==> src/rtl/uart_pkg.sv <==
// uart_pkg: shared UART line constants and transmitter state encoding (PARITY exists only with UART_TX_PARITY_EN)
package uart_pkg;
  localparam int UART_DATA_BITS = 8;
  localparam logic UART_START_BIT = 1'b0;
  localparam logic UART_STOP_BIT = 1'b1;
  localparam logic UART_IDLE_LEVEL = 1'b1;
`ifdef UART_TX_PARITY_EN
  typedef enum logic [2:0] {IDLE, START, DATA, STOP, PARITY} uart_tx_state_t;
`else
  typedef enum logic [2:0] {IDLE, START, DATA, STOP} uart_tx_state_t;
`endif
endpackage

==> src/rtl/uart_tx_if.sv <==
// uart_tx_if: valid/ready byte handshake between a producer and the UART transmitter
interface uart_tx_if;
  import uart_pkg::*;
  logic [UART_DATA_BITS-1:0] data_in;
  logic data_valid;
  logic ready;
  modport master(output data_in, data_valid, input ready);
  modport slave(input data_in, data_valid, output ready);
endinterface

==> src/rtl/uart_baud_tick.sv <==
// uart_baud_tick: bit-period counter producing a one-cycle tick at terminal count
module uart_baud_tick #(
  parameter int CLKS_PER_BIT = 1
) (
  input  logic clk,
  input  logic rst,
  input  logic clear,
  output logic tick
);
  localparam int CW = CLKS_PER_BIT > 1 ? $clog2(CLKS_PER_BIT) : 1;
  logic [CW-1:0] cnt;
  assign tick = cnt == CW'(CLKS_PER_BIT - 1);
  // count 0..CLKS_PER_BIT-1, restarting whenever the owner enters a new state
  always_ff @(posedge clk)
    if (rst || clear || tick) cnt <= '0;
    else cnt <= cnt + CW'(1);
endmodule

==> src/rtl/uart_tx.sv <==
// uart_tx: UART transmitter with one-byte holding register; define UART_TX_PARITY_EN for even parity
module uart_tx
  import uart_pkg::*;
#(
  parameter int CLKS_PER_BIT = 1
) (
  input  logic      clk,
  input  logic      rst,
  uart_tx_if.slave  bus,
  output logic      Tx,
  output logic      busy
);
  localparam int IW = $clog2(UART_DATA_BITS);
  uart_tx_state_t state, state_n;
  logic [UART_DATA_BITS-1:0] shift, hold, load_byte;
  logic [IW-1:0] idx;
  logic hold_full, hold_full_n, tick, accept, direct, transfer, load, last_bit, tx_bit;
`ifdef UART_TX_PARITY_EN
  logic par;
`endif
  uart_baud_tick #(.CLKS_PER_BIT(CLKS_PER_BIT)) u_tick (
    .clk,
    .rst,
    .clear(state_n != state),
    .tick
  );
  assign bus.ready = ~hold_full;
  assign accept = bus.data_valid & ~hold_full;
  assign last_bit = state == STOP & tick;
  assign direct = accept & (state == IDLE | last_bit);
  assign transfer = hold_full & last_bit;
  assign load = direct | transfer;
  assign load_byte = hold_full ? hold : bus.data_in;
  assign hold_full_n = accept & ~direct | hold_full & ~transfer;
  assign tx_bit = state == START ? UART_START_BIT : state == DATA ? shift[0] :
                  state == STOP ? UART_STOP_BIT : UART_IDLE_LEVEL;
  // state register
  always_ff @(posedge clk)
    if (rst) state <= IDLE;
    else state <= state_n;
  // next state: a load in IDLE or in the last STOP cycle starts a new frame with no gap
  always_comb begin
    state_n = state;
    case (state)
      IDLE:   state_n = load ? START : IDLE;
      START:  state_n = tick ? DATA : START;
`ifdef UART_TX_PARITY_EN
      DATA:   state_n = tick && idx == IW'(UART_DATA_BITS - 1) ? PARITY : DATA;
      PARITY: state_n = tick ? STOP : PARITY;
`else
      DATA:   state_n = tick && idx == IW'(UART_DATA_BITS - 1) ? STOP : DATA;
`endif
      STOP:   state_n = tick ? (load ? START : IDLE) : STOP;
      default: state_n = IDLE;
    endcase
  end
  // control and registered outputs: Tx follows the current state one cycle later
  always_ff @(posedge clk)
    if (rst) begin
      hold_full <= 1'b0;
      busy <= 1'b0;
      idx <= '0;
      Tx <= UART_IDLE_LEVEL;
    end else begin
      hold_full <= hold_full_n;
      busy <= state_n != IDLE | hold_full_n;
      idx <= state == DATA ? idx + IW'(tick) : '0;
`ifdef UART_TX_PARITY_EN
      Tx <= state == PARITY ? par : tx_bit;
`else
      Tx <= tx_bit;
`endif
    end
  // data path: load the shifter, shift LSB first, and park a queued byte
  always_ff @(posedge clk) begin
    if (load) shift <= load_byte;
    else if (state == DATA && tick) shift <= shift >> 1;
    if (accept && !direct) hold <= bus.data_in;
`ifdef UART_TX_PARITY_EN
    if (load) par <= ^load_byte;
`endif
  end
endmodule

==> src/flat_wrapper.sv <==
// flat-port wrapper written by rule: the top's interface ports become plain ports
module uart_tx_flat import uart_pkg::*;
#(
  parameter int CLKS_PER_BIT = 1
)
  (clk, rst, Tx, busy, bus_data_in, bus_data_valid, bus_ready);
  uart_tx_if bus_i ();
  input  logic clk;
  input  logic rst;
  output logic Tx;
  output logic busy;
  input wire logic [$bits(bus_i.data_in)-1:0] bus_data_in;
  input wire logic [$bits(bus_i.data_valid)-1:0] bus_data_valid;
  output wire logic [$bits(bus_i.ready)-1:0] bus_ready;
  assign bus_i.data_in = bus_data_in;
  assign bus_i.data_valid = bus_data_valid;
  assign bus_ready = bus_i.ready;
  uart_tx #(.CLKS_PER_BIT(CLKS_PER_BIT)) u_core (.clk(clk), .rst(rst), .bus(bus_i), .Tx(Tx), .busy(busy));
endmodule
==> config.mk <==
export PLATFORM = sky130hd
export DESIGN_NAME = uart_tx_flat
export DESIGN_NICKNAME = d
export VERILOG_FILES = /design/src/rtl/uart_pkg.sv /design/src/rtl/uart_tx_if.sv /design/src/rtl/uart_baud_tick.sv /design/src/rtl/uart_tx.sv /design/src/flat_wrapper.sv
export SDC_FILE = /design/constraint.sdc
export NUM_CORES = 1
export LEC_CHECK = 0
export CAP_MARGIN = 15
export CORE_MARGIN = 2
export CORE_UTILIZATION = 56
export DETAILED_ROUTE_END_ITERATION = 7
export MAX_ROUTING_LAYER = met4
export PLACE_DENSITY = 0.81
export SLEW_MARGIN = 0
export SYNTH_ARGS = -nofsm -noshare
export SYNTH_HDL_FRONTEND = slang
export SYNTH_SLANG_ARGS = --single-unit
==> constraint.sdc <==
create_clock -name clk -period 3.8 [get_ports clk]
set_input_delay 0.57 -clock clk [delete_from_list [all_inputs] [get_ports clk]]
set_output_delay 0.57 -clock clk [all_outputs]
set_load 0.1 [all_outputs]
==> impl_metrics.json, run 1 <==
{
  "outcome": "completed",
  "n_fill_cell": 130,
  "grt_start_max_net_pins": 18,
  "cp_slowest_stage_delay_ns": 1.00,
  "postCtsHoldBufs": 0,
  "most-common-layout-cells": "edfxtp_1, clkdlybuf4s50_1, nand2_1, o21ai_0, dfxtp_1",
  "initial_core_util": 0.607,
  "met1_usage": 0.218,
  "routed_wirelength_mm": 1.53,
  "crit_required_ns": 3.23,
  "clock_latency_ns": 0.31,
  "fmax_mhz": 368,
  "relSlewSlack": 0.322,
  "syn2layout_area_growth_pct": 15.9,
  "min_from": "u_core.shift[0]$_DFFE_PP_",
  "grtUsageMet2": 0.249,
  "cts.clk_slew.worst_paths_ns": 0.13,
  "fin_skew_ns": 0.00134,
  "fp.dieArea_um2": 2260,
  "p_int_mw": 0.402,
  "first_pass_iters": 4,
  "start_kind": "flip-flop",
  "swShare": 0.279,
  "grt_pass1_wl_mm": 2.46,
  "tns_ns": 0,
  "ys_types": 24,
  "num_rows": 15,
  "synth-seq-cells": 25,
  "ys_seq_area_frac": 0.623,
  "p_leak_nw": 0.432,
  "grt-ovfl-total": 0,
  "place_ws_ns": 1.33,
  "endpoint_kind": "output pin",
  "hold_violations": 0,
  "finalWorstSetupSlack_ns": 1.08,
  "worst-setup-path-type": "reg -> out",
  "core_area_um2": 1750,
  "clock_power_share": 0.201,
  "ir_drop_v": 0.000303,
  "crit_chain": "inv_1, clkdlybuf4s50_1",
  "use_met3": 0.0340,
  "final_nets": 113,
  "num_vias": 642,
  "numCtsBuffers": 3,
  "cts_root_buffer": "clkbuf_4",
  "cap_violations": 0,
  "htreeDepth": 1,
  "viasPerCell": 5.18,
  "setup_violations": 0,
  "syn-cell-area_um2": 1060,
  "ios": 14,
  "rsz0062_at_grt": "false",
  "maxSlewViolCount": 0,
  "drc": 0,
  "mostFrequentLayoutCell": "edfxtp_1",
  "antenna_found_initial": 0,
  "crit_fanout": 11,
  "clk_path_buf_depth": 2,
  "arrival_ns": 2.15,
  "busiest_layer": "met2",
  "hold_class": "reg -> reg",
  "layout-drive-gt1-share": 0.0909,
  "cp.buffers_inverters": 2,
  "synthesis.nets": 97,
  "powerDensity_nw_per_um2": 454,
  "die-height_um": 47.5,
  "period_needed_ns": 2.72,
  "ctsResizeCount": 0,
  "place.gp.congestion": 0.737,
  "diodes": 0,
  "yosys_warnings": 0,
  "grt_pass1_vias": 571,
  "synth_cells": 84,
  "io_buffers": 13,
  "min_period_over_period": 0.715,
  "synth_area_per_cell_um2": 12.6,
  "power_frac_comb": 0.191,
  "tightest_slew_ns": 1.01,
  "dp_hpwl_mm": 1.18,
  "grtUsageTotal": 0.165,
  "critPathTopFamily": "buffers and inverters",
  "crit_path_start": "u_core.hold_full$_SDFF_PP0_",
  "ant_nets": 0,
  "die_w_um": 47.5,
  "clock-sinks": 25,
  "timing.rr.start": "u_core.hold_full$_SDFF_PP0_",
  "cts_tree": "yes",
  "seq_power_share": 0.608,
  "drtIter0Drc": 15,
  "detail_route.wl_per_cell_um": 12.3,
  "p_switching_mw": 0.156,
  "cts_setup_buffers": 0,
  "cpMaxStageDelayCell": "clkdlybuf4s50_1"
}
-- per-stage QoR --
step | util | hold slack [ns] | cells | power (mW) | instance area [µm²]
2_1_floorplan | - | 0.453 | 84 | 0.422 | 1060
3_3_place_gp | 0.688 | 0.488 | 120 | 0.448 | 1200
3_5_place_dp | 0.688 | 0.492 | 120 | 0.453 | 1200
4_1_cts | 0.704 | 0.521 | 124 | 0.563 | 1230
5_1_grt | 0.704 | 0.588 | 124 | 0.582 | 1230
6_report | 0.704 | 0.526 | 124 | 0.557 | 1230
-- synth_stat cells --
cell	number	area [µm²]
xnor2_1	2	17.5
nor3_1	2	10.0
nor2_1	4	15.0
nand3_1	1	5.00
nand2b_1	3	18.8
mux2i_1	8	80.1
a21oi_4	1	16.3
nor2b_1	1	6.26
a211oi_1	1	7.51
or2_1	1	6.26
and3b_4	1	12.5
buf_6	2	22.5
edfxtp_1	16	480
buf_2	1	5.00
inv_1	2	7.51
nand2_1	10	37.5
dfxtp_1	9	180
ha_1	2	25.0
conb_1	1	3.75
a31oi_2	1	12.5
o21ai_0	10	50.1
nor4b_2	1	15.0
and2_1	2	12.5
or3_1	2	12.5
-- power groups by stage --
stage / Sequential [mW] / Combinational (mW) / Clock (mW)
after CTS: 0.339 / 0.108 / 0.117
after global placement: 0.344 / 0.104 / 0
final: 0.339 / 0.106 / 0.112
after floorplan: 0.360 / 0.0621 / 0
after global routing: 0.342 / 0.116 / 0.124
after detailed placement: 0.345 / 0.108 / 0
-- area by class of cell --
type	instances	area [µm²]	area share
repair buffers	14	138	0.112
clock inverters	1	5.00	0.00407
multi-input cells	54	364	0.296
well taps	25	31.3	0.0255
flip-flops and latches	25	661	0.538
inverters	2	7.51	0.00611
clock buffers	3	22.5	0.0183
-- flip-flops by register name, indices dropped and copies added, names as in the netlist --
register / count
u_core.hold: 8
u_core.shift: 8
u_core.idx: 3
u_core.state: 2
u_core.Tx: 1
u_core.busy: 1
u_core.hold_full: 1
u_core.u_tick.cnt: 1
-- worst reg2reg max path, cell delays in order (launching register included) --
cell,delay (ns)
dfxtp_1,0.51
or2_1,0.34
a21oi_4,0.35
o21ai_0,0.46
-- final timing paths --
kind | end | slack [ns] | cells past startpoint
worst min-delay path | u_core.Tx$_SDFF_PP1_ | 0.53 | 2
worst min register to register | u_core.Tx$_SDFF_PP1_ | 0.53 | 2
worst max register to register | u_core.shift[1]$_DFFE_PP_ | 1.78 | 3
worst max-delay path | bus_ready | 1.08 | 2
-- cells by family after synthesis --
family	share of synthesized area
AND/OR/NAND/NOR	0.143
XOR/XNOR	0.0165
AO/OA/AOI/OAI	0.0815
flip-flops	0.623
multiplexers	0.0756
buffers and inverters	0.0331
other	0.00354
adder cells (fa/ha/maj)	0.0236
-- routing by layer --
layer / wire length [µm] / share of wire / vias to the layer above
li1: - / - / 331
met4: 24 / 0.016 / 0
met3: 119 / 0.078 / 4
met2: 709 / 0.46 / 23
met5: 0 / 0 / -
met1: 671 / 0.44 / 284
No activity file was read; power rests on OpenSTA's default activity.
==> run 2, diff against run 1 <==
Settings changed: CORE_UTILIZATION 56 to 52, PLACE_DENSITY 0.81 to 0.76.
Clock period 3.8 ns to 2.75 ns, I/O delays scaled along.
==> run 2 against run 1 <==
  * Sequential cell count stayed put
  * Largest power group unchanged
  * Critical path depth did not move
  * Combinational power grew 39%
  * Clock power grew 38%
  * Largest cell class unchanged
  * Die area is 7.0% higher
  * Critical endpoint unchanged
  * Cell area increased by 0.10%
  * Register-to-register slack got worse by 0.83 ns
  * Count of clock-buffer cells in the layout up 1
  * Clock skew increased by 0.0035 ns
  * Via count fell by 3.1%
  * Utilization decreased by 7.1 points
==> impl_metrics.json, run 2 (same netlist as run 1, synthesis figures left out) <==
{
  "outcome": "completed",
  "io_buffers": 13,
  "num_vias": 622,
  "drc": 0,
  "ios": 14,
  "tns_ns": 0,
  "cts_setup_buffers": 0,
  "timing.rr.start": "u_core.hold_full$_SDFF_PP0_",
  "hold_violations": 0,
  "die-height_um": 49.1,
  "grt_start_max_net_pins": 16,
  "final_nets": 114,
  "diodes": 0,
  "grt_pass1_wl_mm": 2.70,
  "dp_hpwl_mm": 1.05,
  "viasPerCell": 4.90,
  "detail_route.wl_per_cell_um": 11.3,
  "clock-sinks": 25,
  "fin_util": 0.633,
  "reg2reg_depth": 3,
  "place_ws_ns": 0.641,
  "cts.clk_slew.worst_paths_ns": 0.12,
  "mostFrequentLayoutCell": "edfxtp_1",
  "fin_skew_ns": 0.00481,
  "ctsResizeCount": 0,
  "cpMaxStageDelayCell": "dfxtp_1",
  "n_fill_cell": 155,
  "p_leak_nw": 0.435,
  "period_needed_ns": 1.85,
  "fmax_mhz": 542,
  "worst-setup-path-type": "reg -> out",
  "min_from": "u_core.shift[0]$_DFFE_PP_",
  "dpl-instance-area_um2": 1200,
  "crit_required_ns": 2.34,
  "hold-path-cell-count": 2,
  "most-common-layout-cells": "edfxtp_1, nand2_1, o21ai_0, clkdlybuf4s50_1, dfxtp_1",
  "syn2layout_area_growth_pct": 16.1,
  "cp.buffers_inverters": 2,
  "min_to": "u_core.Tx$_SDFF_PP1_",
  "initial_core_util": 0.546,
  "antenna_found_initial": 0,
  "start_kind": "flip-flop",
  "grtUsageTotal": 0.152,
  "drtIter0Drc": 5,
  "cts_tree": "yes",
  "routed_wirelength_mm": 1.43,
  "fin_cells": 127,
  "arrival_ns": 1.43,
  "rsz0062_at_grt": "false",
  "numCtsBuffers": 3,
  "ant_nets": 0,
  "dp.cells": 123,
  "num_rows": 16,
  "cts_root_buffer": "clkbuf_4",
  "powerDensity_nw_per_um2": 625,
  "stdcell_area_um2": 1230,
  "place.gp.congestion": 0.773,
  "core_area_um2": 1940,
  "relSlewSlack": 0.289,
  "postCtsHoldBufs": 0,
  "maxSlewViolCount": 0,
  "layout-drive-gt1-share": 0.120,
  "top_regs": "u_core.hold x8, u_core.shift x8, u_core.idx x3",
  "critPathTopFamily": "flip-flops",
  "ir_drop_v": 0.000347,
  "first_pass_iters": 4,
  "grt_pass1_vias": 646,
  "endpoint_kind": "output pin",
  "hold_class": "reg -> reg",
  "crit_fanout": 11,
  "setup_violations": 0,
  "clk_path_buf_depth": 2,
  "tightest_slew_ns": 1.05,
  "htreeDepth": 1,
  "die_w_um": 49.1,
  "timing.rr.end": "u_core.shift[5]$_DFFE_PP_",
  "min_period_over_period": 0.671,
  "ff2ff_setup_slack_ns": 0.95,
  "fp.dieArea_um2": 2420,
  "finalWorstSetupSlack_ns": 0.905,
  "grt-ovfl-total": 0,
  "clock_latency_ns": 0.30,
  "cp_slowest_stage_delay_ns": 0.71,
  "cap_violations": 0,
  "crit_chain": "inv_1, buf_4"
}
run 2: cell type report:
class,count,area (µm²),area share
Sequential cell,25,661,0.537
Multi-Input combinational cell,54,364,0.296
Timing Repair Buffer,15,138,0.112
Tap cell,27,33.8,0.0275
Clock buffer,4,26.3,0.0214
Inverter,2,7.51,0.00610
run 2: how the worst max path moves through the flow:
stage,start,endpoint,slack (ns),cells after the start
CTS,u_core.hold_full$_SDFF_PP0_,bus_ready,0.87,2
finish,u_core.hold_full$_SDFF_PP0_,bus_ready,0.90,2
global route,u_core.hold_full$_SDFF_PP0_,bus_ready,0.78,2
floorplan,u_core.hold_full$_SDFF_PP0_,u_core.hold[0]$_DFFE_PP_,0.53,4
detailed placement,bus_data_valid,u_core.shift[6]$_DFFE_PP_,0.64,4
global placement,bus_data_valid,u_core.shift[6]$_DFFE_PP_,0.70,4
run 2: routing by layer:
layer	vias to the layer above	global-route usage	wire length (µm)
met5	-	-	0
met4	0	0.0714	12
met3	2	0.0399	54
met2	9	0.225	621
met1	281	0.195	745
li1	330	-	-
run 2: power by group:
group	leakage (nW)	total (mW)	internal (mW)	switching, mW
Clock	0.0150	0.154	0.0565	0.0979
Sequential	0.225	0.468	0.447	0.0212
Combinational	0.195	0.147	0.0549	0.0920
run 2: through the flow:
stage / power [mW] / hold WS [ns]
after detailed placement: 0.625 / 0.486
after floorplan: 0.583 / 0.453
after global placement: 0.622 / 0.488
final: 0.769 / 0.509
after global routing: 0.811 / 0.569
after CTS: 0.778 / 0.516
run 2: worst register-to-register path, cell delays in order (launching register included):
cell	delay, ns
dfxtp_1	0.51
or2_1	0.35
a21oi_4	0.18
o21ai_0	0.39
